$ cat config.mk
export PLATFORM = sky130hd
export DESIGN_NAME = mosfet_deadtime_gen
export DESIGN_NICKNAME = d
export VERILOG_FILES = /design/src/rtl/mosfet_deadtime_gen_pkg.sv /design/src/rtl/mosfet_deadtime_gen_leg.sv /design/src/rtl/mosfet_deadtime_gen.sv
export SDC_FILE = /design/constraint.sdc
export NUM_CORES = 1
export LEC_CHECK = 0
export ABC_AREA = 1
export CORE_ASPECT_RATIO = 2
export CORE_UTILIZATION = 50
export CTS_CLUSTER_DIAMETER = 40
export CTS_CLUSTER_SIZE = 10
export DETAILED_ROUTE_END_ITERATION = 16
export GPL_TIMING_DRIVEN = 0
export PLACE_DENSITY_LB_ADDON = 0.3
export SYNTH_ARGS = -nofsm -noshare
export SYNTH_HDL_FRONTEND = slang
export SYNTH_HIERARCHICAL = 1
export SYNTH_SLANG_ARGS = --single-unit
export TNS_END_PERCENT = 50
$ cat constraint.sdc
create_clock -name i_clock -period 2.8 [get_ports i_clock]
set_input_delay 0.28 -clock i_clock [delete_from_list [all_inputs] [get_ports i_clock]]
set_output_delay 0.28 -clock i_clock [all_outputs]
set_load 0.02 [all_outputs]
$ cat src/rtl/mosfet_deadtime_gen_pkg.sv
// Shared types and constants for the MOSFET dead-time generator.
package mosfet_deadtime_gen_pkg;

  // Per-leg state. FAULT is tracked as a separate sticky flag.
  typedef enum logic [1:0] {
    ST_OFF  = 2'd0,
    ST_HI   = 2'd1,
    ST_LO   = 2'd2,
    ST_DEAD = 2'd3
  } leg_state_t;

  // Leg request decoded from the {hi, lo} command bits.
  typedef enum logic [1:0] {
    TGT_NONE    = 2'b00,
    TGT_LO      = 2'b01,
    TGT_HI      = 2'b10,
    TGT_ILLEGAL = 2'b11
  } leg_target_t;

  // Bit positions in the command word and gate vector.
  localparam int LEG_A_HI = 0;
  localparam int LEG_B_HI = 1;
  localparam int LEG_A_LO = 2;
  localparam int LEG_B_LO = 3;

  function automatic leg_target_t decode_target(input logic hi, input logic lo);
    return leg_target_t'({hi, lo});
  endfunction

endpackage

$ cat src/rtl/mosfet_deadtime_gen_leg.sv
// One half-bridge leg: dead-time insertion, shoot-through blocking and
// sticky fault on a simultaneous hi+lo request.
module deadtime_leg
  import mosfet_deadtime_gen_pkg::*;
#(
  parameter int DEADTIME = 25,
  parameter int CNT_W    = 8
) (
  input  logic       clock,
  input  logic       reset_n,
  input  logic       enable,
  input  logic       hi_req,
  input  logic       lo_req,
  output logic       hi_gate,
  output logic       lo_gate,
  output logic       dead,
  output logic       fault,
  output leg_state_t state
);

  // Loading DEADTIME-1 and switching on the edge the counter reads zero
  // gives exactly DEADTIME cycles with both gates low.
  localparam logic [CNT_W-1:0] CNT_LOAD = CNT_W'(DEADTIME - 1);

  leg_state_t       state_q, state_d;
  leg_state_t       pending_q, pending_d;
  logic [CNT_W-1:0] cnt_q, cnt_d;
  logic             fault_q, fault_d;
  leg_target_t      tgt;
  leg_state_t       tgt_state;

  assign tgt       = decode_target(hi_req, lo_req);
  assign tgt_state = (tgt == TGT_HI) ? ST_HI : ST_LO;

  // Next-state logic: fault latch, then illegal request, then enable, then FSM.
  always_comb begin
    state_d   = state_q;
    pending_d = pending_q;
    cnt_d     = cnt_q;
    fault_d   = fault_q;
    if (fault_q) begin
      state_d = ST_OFF;
      cnt_d   = '0;
    end else if (tgt == TGT_ILLEGAL) begin
      fault_d = 1'b1;
      state_d = ST_OFF;
      cnt_d   = '0;
    end else if (!enable) begin
      state_d = ST_OFF;
      cnt_d   = '0;
    end else begin
      unique case (state_q)
        ST_OFF: begin
          if (tgt != TGT_NONE) begin
            state_d   = ST_DEAD;
            cnt_d     = CNT_LOAD;
            pending_d = tgt_state;
          end
        end
        ST_HI: begin
          if (tgt == TGT_LO) begin
            state_d   = ST_DEAD;
            cnt_d     = CNT_LOAD;
            pending_d = ST_LO;
          end else if (tgt == TGT_NONE) begin
            state_d = ST_OFF;
          end
        end
        ST_LO: begin
          if (tgt == TGT_HI) begin
            state_d   = ST_DEAD;
            cnt_d     = CNT_LOAD;
            pending_d = ST_HI;
          end else if (tgt == TGT_NONE) begin
            state_d = ST_OFF;
          end
        end
        ST_DEAD: begin
          if (tgt == TGT_NONE) begin
            state_d = ST_OFF;
            cnt_d   = '0;
          end else begin
            // Pending side tracks the request; the count is never restarted.
            pending_d = tgt_state;
            if (cnt_q == '0) state_d = pending_d;
            else             cnt_d   = cnt_q - 1'b1;
          end
        end
      endcase
    end
  end

  // State register; gate/dead outputs are flopped from the next-state decode.
  always_ff @(posedge clock or negedge reset_n) begin
    if (!reset_n) begin
      state_q   <= ST_OFF;
      pending_q <= ST_OFF;
      cnt_q     <= '0;
      fault_q   <= 1'b0;
      hi_gate   <= 1'b0;
      lo_gate   <= 1'b0;
      dead      <= 1'b0;
    end else begin
      state_q   <= state_d;
      pending_q <= pending_d;
      cnt_q     <= cnt_d;
      fault_q   <= fault_d;
      hi_gate   <= (state_d == ST_HI);
      lo_gate   <= (state_d == ST_LO);
      dead      <= (state_d == ST_DEAD);
    end
  end

  assign fault = fault_q;
  assign state = state_q;

endmodule

$ cat src/rtl/mosfet_deadtime_gen.sv
// Full-bridge gate driver: registers the controller command word and drives
// two independent dead-time legs.
module mosfet_deadtime_gen
  import mosfet_deadtime_gen_pkg::*;
#(
  parameter int DEADTIME = 25,
  parameter int CNT_W    = 8
) (
  input  logic       i_clock,
  input  logic       i_RESET,
  input  logic       i_enable,
  input  logic [3:0] i_MOSFET,
  output logic [3:0] o_gate,
  output logic [1:0] o_dead,
  output logic [1:0] o_fault,
  output logic [7:0] o_debug
);

  logic [3:0] cmd_q;
  logic [1:0] hi_gate;
  logic [1:0] lo_gate;
  leg_state_t state_a;
  leg_state_t state_b;

  // Command input register (stage boundary between controller and legs).
  always_ff @(posedge i_clock or negedge i_RESET) begin
    if (!i_RESET) cmd_q <= '0;
    else          cmd_q <= i_MOSFET;
  end

  deadtime_leg #(.DEADTIME(DEADTIME), .CNT_W(CNT_W)) u_leg_a (
    .clock   (i_clock),
    .reset_n (i_RESET),
    .enable  (i_enable),
    .hi_req  (cmd_q[LEG_A_HI]),
    .lo_req  (cmd_q[LEG_A_LO]),
    .hi_gate (hi_gate[0]),
    .lo_gate (lo_gate[0]),
    .dead    (o_dead[0]),
    .fault   (o_fault[0]),
    .state   (state_a)
  );

  deadtime_leg #(.DEADTIME(DEADTIME), .CNT_W(CNT_W)) u_leg_b (
    .clock   (i_clock),
    .reset_n (i_RESET),
    .enable  (i_enable),
    .hi_req  (cmd_q[LEG_B_HI]),
    .lo_req  (cmd_q[LEG_B_LO]),
    .hi_gate (hi_gate[1]),
    .lo_gate (lo_gate[1]),
    .dead    (o_dead[1]),
    .fault   (o_fault[1]),
    .state   (state_b)
  );

  assign o_gate[LEG_A_HI] = hi_gate[0];
  assign o_gate[LEG_B_HI] = hi_gate[1];
  assign o_gate[LEG_A_LO] = lo_gate[0];
  assign o_gate[LEG_B_LO] = lo_gate[1];

  assign o_debug = {state_b, state_a, o_dead, o_fault};

endmodule
# Yosys cells after proc, flatten, opt, wreduce, memory -nomap -nowiden
# Index checks and enable logic that the tools add are counted.
dict set report totals {
  ramBits 0
  input_bits 7
  latchBits 0
  output_inout_bits 16
  regBits 32
  romBits 0
  word_cells 95
  n_memories 0
}
dict set report classes {
  eq_ne 26
  magnitude_cmp 0
  add_sub_neg 2
  n_reduce_logical 10
  n_mux 44
  div 0
  n_mul 0
  shift 0
  bitwise_logic 0
}
# operator n
set ops {}
lappend ops {{$mux 8} 16}
lappend ops {{$pmux 8 s4} 2}
lappend ops {{$mux 2} 20}
lappend ops {{$ne 5x2->1 const B} 6}
lappend ops {{$eq 2x2->1 const B} 12}
lappend ops {{$logic_not 8->1} 2}
lappend ops {{$pmux 2 s4} 2}
lappend ops {{$sub 8x1->8 const B} 2}
lappend ops {{$eq 2x1->1 const B} 6}
lappend ops {{$ne 6x3->1 const B} 2}
lappend ops {{$logic_not 2->1} 4}
lappend ops {{$reduce_and 4->1} 2}
lappend ops {{$mux 1} 4}
lappend ops {{$reduce_bool 2->1} 2}

# Longest topological paths before layout
# Gate-level depths: netlist of run 1.
dict set report depth {
  ltp_word 9
  mapped_depth 10
  ltp_nobuf 10
}

# Cells and area by module
# The synthesis of run 1 kept the hierarchy.
# module area_each_um2 cells_each instances
set by_module_without_submodules {}
lappend by_module_without_submodules {{deadtime_leg (u_leg_b)} 965.9 130 1}
lappend by_module_without_submodules {{deadtime_leg (u_leg_a)} 944.7 136 1}
lappend by_module_without_submodules {mosfet_deadtime_gen 130.1 8 1}

# Worst setup path before layout of run 1
# Ideal clock, no wire load.
dict set report synth_path {
  path_kind {reg-to-reg}
  startpoint {register cmd_q[1]}
  endpoint {register u_leg_b.cnt_q[5]}
  stages_incl_launch_ff 7
  period_less_slack_ps 1402
  arrival_ps 1337
  path_slack_ps 1398
  cell_sequence {dfrtp_1 > ha_1 > nor3_4 > nand2_1 > a21oi_1 > nand4_1 > nand2_1}
}
dict set report synth_via {
  elab_chain_cells 6
}
# item line_no
set synth_lines {}
lappend synth_lines {{start: declaration} mosfet_deadtime_gen.sv:19} ;# logic [3:0] cmd_q;
lappend synth_lines {{start signal: assignment} mosfet_deadtime_gen.sv:28} ;# else cmd_q <= i_MOSFET;
lappend synth_lines {{$logic_not 2->1} mosfet_deadtime_gen_leg.sv:79} ;# if (tgt == TGT_NONE) begin
lappend synth_lines {{$mux 8} mosfet_deadtime_gen_leg.sv:79}
lappend synth_lines {{$pmux 8 s4} mosfet_deadtime_gen_leg.sv:52} ;# unique case (state_q)
lappend synth_lines {{$mux 8} mosfet_deadtime_gen_leg.sv:48} ;# end else if (!enable) begin
lappend synth_lines {{$mux 8} mosfet_deadtime_gen_leg.sv:44} ;# end else if (tgt == TGT_ILLEGAL) begin
lappend synth_lines {{$mux 8} mosfet_deadtime_gen_leg.sv:41} ;# if (fault_q) begin
lappend synth_lines {{end signal: assignment} mosfet_deadtime_gen_leg.sv:106} ;# cnt_q <= cnt_d;
lappend synth_lines {{end: declaration} mosfet_deadtime_gen_leg.sv:27} ;# logic [CNT_W-1:0] cnt_q, cnt_d;
# Several ways; a longest one is shown, not always the timed one.
# A chain may end at the register's enable or synchronous reset.

# Worst setup path after layout of run 1
dict set report layout_path {
  startpoint {register u_leg_b.fault_q, in the netlist u_leg_b/fault}
  endpoint {output o_fault[1]}
}
# item line_no
set layout_rtl {}
lappend layout_rtl {{start: declaration} mosfet_deadtime_gen_leg.sv:28} ;# logic fault_q, fault_d;
lappend layout_rtl {{start signal: assignment} mosfet_deadtime_gen_leg.sv:107} ;# fault_q <= fault_d;
lappend layout_rtl {{end: declaration} mosfet_deadtime_gen.sv:15} ;# output logic [1:0] o_fault,
# No word-level cell between the ends.

==> flow_summary.yaml, run 1 <==
placement:
  hpwl_mm: 3.46
  gp_congestion: 0.843
  port_buffers: 22
finish:
  antenna_cells: 0
  nets: 324
  area_delta_synth_final_pct: 17.5
  drive_above_1_share_pct: 10.6
logic_synthesis:
  syn-cell-area_um2: 2040
  synth_area_leaders: "dfrtp_1, nand2_1, ha_1"
  synth.largest_area_cell: "dfrtp_1"
  synth_top_area_share_pct: 39.2
  synth_area_per_cell_um2: 7.45
  ys.flop_type: "dfrtp_1"
  yosys_warnings: 6
  synth.distinct_cells: 25
  netlist_instances: 274
  synth_nets: 295
  async_reset_ff_share_pct: 100
  synth.yosys.seq_area_share_pct: 39.2
  ys_ff_latch: 32
  synth-edff-count: 0
  synth_commonest_cells: "nand2_1, inv_1, nor2_1"
  synth_most_common_cell: "nand2_1"
cts:
  clkTransAtPathRegs_ns: 0.06
  cts_resized: 0
  clk_latency_ns: 0.28
  hold_buffers: 0
  cts_max_level: 2
  clock_sinks: 32
  cts_tree: "done"
  post_cts_buffers: 0
  cts_buffers: 5
  cts_buffer_depth: 2
  cts_root_buf: "clkbuf_8"
routing:
  drt-pass1-iter-count: 4
  wl_per_cell_um: 12.3
  vias_per_cell: 5.06
  drtIter0Drc: 38
  drc: 0
  drt_wl_total_mm: 4.36
  via_count: 1791
  final_antenna_net_count: 0
global_route:
  grt_max_degree: 33
  grt_pass1_vias: 1780
  antenna_found_initial: 0
  grt_pass1_wl_mm: 7.45
  track_usage_pct: 24.1
  grt_overflow: 0
timing:
  slew_viol_final: 0
  setup_viol: 0
  finalCriticalPeriod_ns: 1.74
  whs_ns: 0.0302
  tightest_slew_ns: 0.670
  timing.final.crit_share_pct: 62.1
  hold_violations: 0
  relSlewSlack_pct: 55.4
  fin_setup_tns_ns: 0
  skew_ns: 0.00328
  achievable-frequency_mhz: 575
  rsz0062_at_grt: "false"
critical_path:
  critPathLaunchType: "register"
  required_ns: 2.52
  worstPathArrival_ns: 1.46
  crit_type: "reg2out"
  critical_path.endpoint_type: "output pin"
  cp_max_fo: 5
power:
  intPower_w: 0.000648
  powerDensity_nw_per_um2: 347
  vdd_drop_max_uv: 320
  p_leak_nw: 1.34
  combPwrFrac_pct: 4.6
  switching_power_w: 0.000185
  p_clk_share_pct: 39.1
  switching_share_pct: 22.2
  seqPwrFrac_pct: 56.3
die:
  core_region_area_um2: 3880
  die-area_um2: 4360
  initial_utilization_pct: 52.5
  die_h_um: 92.4
  rows: 32
  dieWidth_um: 47.2
  pin_count: 23
min_path:
  worstHoldPathType: "in2async"
run:
  cap_violations: 0
run_status:
  status: "finished clean"
[power groups by stage]
stage          Clock [W]  Combinational [W]  Sequential (W)
2_1_floorplan          0          0.0000185        0.000476
3_3_place_gp           0          0.0000393        0.000477
3_5_place_dp           0          0.0000396        0.000477
4_1_cts         0.000337          0.0000397        0.000469
5_1_grt         0.000357          0.0000450        0.000469
6_report        0.000326          0.0000383        0.000469
[critical path, stage by stage, from the launching register on]
cell,delay (ns)
dfrtp_1,0.45
buf_4,0.14
clkdlybuf4s50_1,0.59
[worst paths after layout]
path,from,end,slack [ns],cells past startpoint
worst max-delay path,u_leg_b/fault,o_fault[1],1.06,2
worst min-delay path,i_RESET,u_leg_a/fault,0.03,1
worst max register to register,cmd_q[1],u_leg_b/cnt_q[5],1.14,6
worst min register to register,u_leg_b/cnt_q[1],u_leg_b/cnt_q[1],0.48,2
max in group asynchronous,i_RESET,u_leg_b/dead,2.34,1
min in group i_clock,i_MOSFET[2],cmd_q[2],0.43,1
[flip-flops by register name (all words and copies together) (netlist names)]
name	flops
u_leg_b/hi_gate	1
u_leg_a/fault	1
u_leg_a/state	2
cmd_q	4
u_leg_b/lo_gate	1
u_leg_a/hi_gate	1
u_leg_a/lo_gate	1
u_leg_b/state	2
u_leg_b/cnt_q	8
u_leg_a/dead	1
u_leg_a/cnt_q	8
u_leg_b/dead	1
u_leg_b/fault	1
[routing by layer]
metal	track usage (%)	up-vias	share of wire (%)
li1	-	902	-
met1	21.6	827	34
met2	43.4	42	58
met3	4.87	20	2.5
met4	16.4	0	5.1
met5	0	-	0
[layout by cell type, fill, tap and decap left out, types with 2 or more instances in the layout]
cell	Yosys	final
ha_1	14	14
nand2_1	87	87
buf_4	4	4
nor2_2	3	3
a21oi_1	4	4
o21ai_0	10	10
nand2_2	6	6
nor2_1	35	35
clkdlybuf4s50_1	0	21
nand2_4	2	2
o21bai_1	2	2
xnor2_1	4	4
inv_1	35	35
nand3b_1	2	2
nor2_4	2	2
nand4_1	6	6
nor3_1	2	2
nand3_1	14	14
clkbuf_8	0	5
dfrtp_1	32	32
or2_2	4	4
[cell families (layout without fill, tap and decap cells)]
group | count (synthesis) | after routing | share of synthesized area [%]
fa+ha+maj | 14 | 14 | 8.58
compound gates | 18 | 18 | 4.72
buf+inv | 40 | 69 | 8.46
simple gates | 166 | 166 | 37.3
xor+xnor | 4 | 4 | 1.72
flops | 32 | 32 | 39.2
[cell type report]
type / instances / area [µm²]
Inverter: 35 / 131
Timing Repair Buffer: 22 / 215
Multi-Input combinational cell: 202 / 1070
Tap cell: 51 / 63.8
Clock buffer: 6 / 72.6
Sequential cell: 32 / 801
Fill cell: 380 / 1490
Clock inverter: 1 / 5.00
Buffer: 5 / 41.3
[through the flow]
stage | std cells | utilization (%) | power, W | setup slack [ns] | instance area, µm²
global placement | 347 | 59.9 | 0.000517 | 0.824 | 2320
finish | 354 | 61.7 | 0.000833 | 1.06 | 2400
floorplan | 274 | - | 0.000495 | 1.40 | 2040
global route | 354 | 61.7 | 0.000871 | 1.00 | 2400
CTS | 354 | 61.7 | 0.000846 | 1.04 | 2400
detailed placement | 347 | 59.7 | 0.000517 | 1.01 | 2320
Note: power is estimated with default switching activity, not from simulation.
==> run 2: changes to the inputs <==
- clock period: 2.8 -> 1.4 ns (I/O delays scaled with it)
==> flow_summary.yaml, run 2 (synthesis gave the netlist of run 1 again) <==
run_status:
  status: "finished with violations"
  violations: "negative setup slack"
critical_path:
  crit_path_end: "u_leg_a/cnt_q[0]"
  cp_max_fo: 5
  r2r_end: "u_leg_a/cnt_q[0]"
  crit_start: "cmd_q[0]"
  reg2reg_depth: 10
  worstPathArrival_ns: 1.71
  path_common_cell: "nand2_1"
  crit_type: "reg2reg"
  timing.critical_path.slowest_cell_delay_ns: 0.46
  critical_path.endpoint_type: "register"
  ff2ff_setup_slack_ns: -0.11
  crit_slowest_cell: "dfrtp_2"
  path_cells: "inv_4 -> ha_4 -> nor2_2 -> nand4_1 -> nand2_1 -> inv_2 -> nand3_4 -> buf_6 -> nand2_1 -> o21ai_1"
  rr_startpoint: "cmd_q[0]"
  critPathLaunchType: "register"
  required_ns: 1.60
routing:
  drt_wl_total_mm: 5.01
  wl_per_cell_um: 13.8
  final_antenna_net_count: 0
  drc: 0
  drtIter0Drc: 75
  drt-pass1-iter-count: 4
  vias_per_cell: 5.24
  via_count: 1907
run:
  cap_violations: 0
global_route:
  track_usage_pct: 25.2
  grt_overflow: 0
  grt_pass1_vias: 1933
  antenna_found_initial: 0
  grt_max_degree: 33
  grt_pass1_wl_mm: 7.93
power:
  p_leak_nw: 1.41
  combPwrFrac_pct: 6.5
  powerDensity_nw_per_um2: 663
  p_clk_share_pct: 40.4
  vdd_drop_max_uv: 877
  seqPwrFrac_pct: 53.1
  intPower_w: 0.00138
  totalPowerFinal_w: 0.00178
  switching_power_w: 0.000398
  switching_share_pct: 22.4
die:
  die_h_um: 92.4
  core_region_area_um2: 3880
  die-area_um2: 4360
  rows: 32
  dieWidth_um: 47.2
  pin_count: 23
  initial_utilization_pct: 52.5
cts:
  clk_latency_ns: 0.28
  clkTransAtPathRegs_ns: 0.07
  cts_buffers: 5
  cts_buffer_depth: 2
  clock_sinks: 32
  cts_root_buf: "clkbuf_8"
  cts_max_level: 2
  cts_tree: "done"
timing:
  rsz0062_at_grt: "true"
  achievable-frequency_mhz: 663
  setup_viol: 16
  slew_viol_final: 0
  hold_violations: 0
  fin_setup_tns_ns: -1.26
  tightest_slew_ns: 0.704
  relSlewSlack_pct: 53.1
  timing.final.crit_share_pct: 108
  setup_ws_ns: -0.107
  finalCriticalPeriod_ns: 1.51
  skew_ns: 0.00627
placement:
  placed_area_um2: 2320
  port_buffers: 22
  gp_congestion: 0.881
  hpwl_mm: 3.31
finish:
  drive_above_1_share_pct: 29.7
  area_delta_synth_final_pct: 31.6
  largestRegisters: "u_leg_a/cnt_q: 8 flops, u_leg_b/cnt_q: 8 flops, cmd_q: 4 flops"
  nets: 333
  final_cell_mix: "nand2_1, nor2_1, dfrtp_1"
  antenna_cells: 0
  final_common_cell: "nand2_1"
  fin_area_um2: 2690
min_path:
  worstHoldPathType: "in2reg"
==> run 2: cell types whose count changed in the layout (fill, tap and decap cells not counted), sizes merged, moves of 2 or more <==
cell,before,now
dlygate4sd2,0,7
clkbuf,6,8
buf,6,14
clkdlybuf4s50,21,11
==> run 2: metal layers <==
| layer | vias up | GRT usage, % | wire, µm |
|---|---|---|---|
| met5 | - | 0 | 0 |
| met4 | 0 | 12.9 | 176 |
| met3 | 15 | 3.31 | 140 |
| met2 | 50 | 48.7 | 3020 |
| met1 | 915 | 22.4 | 1670 |
| li1 | 927 | - | - |
==> run 2: power groups by stage <==
stage / Combinational [W] / Sequential, W / Clock [W]
2_1_floorplan: 0.0000370 / 0.000953 / 0
3_3_place_gp: 0.0000800 / 0.000955 / 0
3_5_place_dp: 0.0000799 / 0.000955 / 0
4_1_cts: 0.0000974 / 0.000942 / 0.000741
5_1_grt: 0.000129 / 0.000945 / 0.000787
6_report: 0.000116 / 0.000945 / 0.000719
==> run 2: critical path, delay by kind of cell (launching register included) <==
kind	cells	cell delay, ns
buf+inv	3	0.27
compound gates	1	0.06
flops	1	0.46
simple gates	5	0.49
fa+ha+maj	1	0.15
==> run 2: how the worst min path moves through the flow <==
stage	start	end	cells past startpoint	slack, ns
after floorplan	i_RESET	cmd_q[0]	0	-0.16
after global placement	u_leg_b/cnt_q[1]	u_leg_b/cnt_q[1]	2	0.46
after detailed placement	i_RESET	u_leg_b/state[0]	1	0.24
after CTS	i_MOSFET[3]	cmd_q[3]	1	0.30
after global routing	i_MOSFET[0]	cmd_q[0]	1	0.30
final	i_MOSFET[3]	cmd_q[3]	1	0.29
==> run 2: metrics by stage <==
step,std cells,hold slack (ns),utilization (%),setup WS [ns]
detailed placement,347,0.237,59.7,-0.298
floorplan,274,-0.156,-,0.0491
global placement,347,0.455,59.9,-0.458
CTS,359,0.296,64.6,-0.0864
finish,364,0.293,69.1,-0.107
global route,364,0.301,69.1,-0.180
==> run 2: cell type report <==
| cell class | instances | area [µm²] |
|---|---|---|
| plain buffers | 5 | 41.3 |
| clock buffers | 8 | 90.1 |
| fillers | 317 | 1200 |
| inverters | 35 | 136 |
| multi-input cells | 204 | 1270 |
| flip-flops and latches | 32 | 808 |
| well taps | 51 | 63.8 |
| repair buffers | 29 | 270 |
==> run 2: what timing repair did <==
item                       CTS  global route
hold endpoints to repair    32             0
setup endpoints to repair   31            28
resized for setup           42            39
cloned                       1             2
hold buffers                 1             0
pin swaps                   12            16
setup buffers                2             3
==> run 3: changes to the inputs <==
- clock period: 1.4 -> 1.8 ns (I/O delays scaled with it)
==> flow_summary.yaml, run 3 (synthesis gave the netlist of run 1 again) <==
die:
  initial_utilization_pct: 52.5
  die-area_um2: 4360
  core_region_area_um2: 3880
  rows: 32
  pin_count: 23
  die_h_um: 92.4
  dieWidth_um: 47.2
global_route:
  gr-usage-met1_pct: 21.6
  grt_max_degree: 33
  grt_pass1_wl_mm: 7.48
  antenna_found_initial: 0
  top_usage_layer: "met2"
  grt_overflow: 0
  grt_pass1_vias: 1792
  grt_use_met3_pct: 4.87
  gr-usage-met2_pct: 43.6
  track_usage_pct: 24.2
run:
  cap_violations: 0
placement:
  gp_congestion: 0.843
  hpwl_mm: 3.46
  port_buffers: 22
power:
  powerDensity_nw_per_um2: 539
  p_leak_nw: 1.35
  totalPowerFinal_w: 0.00130
  vdd_drop_max_uv: 497
routing:
  drt_wl_total_mm: 4.36
  drc: 0
  vias_per_cell: 5.06
  drt-pass1-iter-count: 4
  wl_per_cell_um: 12.3
  drtIter0Drc: 39
  via_count: 1795
  final_antenna_net_count: 0
min_path:
  worstHoldPathType: "in2reg"
cts:
  cts_buffer_depth: 2
  cts_buffers: 5
  cts_root_buf: "clkbuf_8"
  post_cts_buffers: 0
  cts_max_level: 2
  clock_sinks: 32
  cts_tree: "done"
  cts_resized: 0
  clk_latency_ns: 0.28
  clkTransAtPathRegs_ns: 0.06
timing:
  skew_ns: 0.00331
  finalCriticalPeriod_ns: 1.64
  whs_ns: 0.333
  setup_viol: 0
  relSlewSlack_pct: 55.1
  timing.final.crit_share_pct: 91.1
  slew_viol_final: 0
  rsz0062_at_grt: "false"
  achievable-frequency_mhz: 610
  tightest_slew_ns: 0.674
  hold_violations: 0
finish:
  largestRegisters: "u_leg_a/cnt_q: 8 flops, u_leg_b/cnt_q: 8 flops, cmd_q: 4 flops"
  nets: 325
  drive_above_1_share_pct: 10.5
  area_delta_synth_final_pct: 18.0
  antenna_cells: 0
  final_common_cell: "nand2_1"
  final_cell_mix: "nand2_1, inv_1, nor2_1"
critical_path:
  worstPathArrival_ns: 1.46
  required_ns: 1.62
  cp_max_fo: 5
  crit_type: "reg2out"
  critical_path.endpoint_type: "output pin"
  critPathLaunchType: "register"
run_status:
  status: "finished clean"
[run 3: cell count changes in the layout (fill, tap and decap cells not counted), moves of 6 or more]
cell | previous run | this run
clkdlybuf4s50_1 | 11 | 21
nand2_1 | 72 | 87
dlygate4sd2_1 | 7 | 0
inv_1 | 23 | 35
inv_2 | 10 | 0
dfrtp_1 | 26 | 32
nand2_2 | 20 | 6
dfrtp_2 | 6 | 0
ha_1 | 7 | 14
[run 3: repair_timing]
action / 4_1_cts / 5_1_grt
setup endpoints to repair: 0 / 0
hold endpoints to repair: 32 / 0
hold buffers: 1 / 0
[run 3: area by class of cell]
cell class,count,area [µm²]
Inverter,35,131
Sequential cell,32,801
Clock buffer,6,72.6
Timing Repair Buffer,23,225
Fill cell,379,1480
Multi-Input combinational cell,202,1070
Buffer,5,41.3
Clock inverter,1,5.00
Tap cell,51,63.8
[run 3: power by group]
part | leakage, nW | switching [W] | total (W) | internal, W
Combinational | 0.878 | 0.0000379 | 0.0000614 | 0.0000235
Sequential | 0.428 | 0.00000528 | 0.000729 | 0.000724
Clock | 0.0410 | 0.000246 | 0.000508 | 0.000262
Total | 1.35 | 0.000289 | 0.00130 | 0.00101
[run 3: worst paths after layout]
kind | startpoint | endpoint | slack (ns) | cells past startpoint
worst max-delay path | u_leg_b/fault | o_fault[1] | 0.16 | 2
worst min-delay path | i_MOSFET[2] | cmd_q[2] | 0.33 | 1
worst max register to register | cmd_q[1] | u_leg_b/cnt_q[7] | 0.17 | 6
worst min register to register | u_leg_b/cnt_q[1] | u_leg_b/cnt_q[1] | 0.48 | 2
max in group asynchronous | i_RESET | u_leg_b/dead | 0.89 | 2
min in group asynchronous | i_RESET | u_leg_a/fault | 0.48 | 2
[run 3: metrics by stage]
stage          cell area (µm²)  worst slack [ns]  cells  util (%)  setup TNS [ns]
2_1_floorplan             2040             0.398    274         -               0
3_3_place_gp              2320           -0.0760    347      59.9           -2.36
3_5_place_dp              2320             0.106    347      59.7               0
4_1_cts                   2410             0.141    355      62.0               0
5_1_grt                   2410           0.00223    355      62.0               0
6_report                  2410             0.161    355      62.0               0
[run 3: routing by layer]
metal	part of all wire, %	wire, µm
met3	2.2	96
met5	0	0
met4	4.8	210
met2	59	2560
met1	34	1500
[run 3: critical path, stage by stage, from the launching register on]
cell             delay (ns)
dfrtp_1                0.45
buf_4                  0.14
clkdlybuf4s50_1        0.59
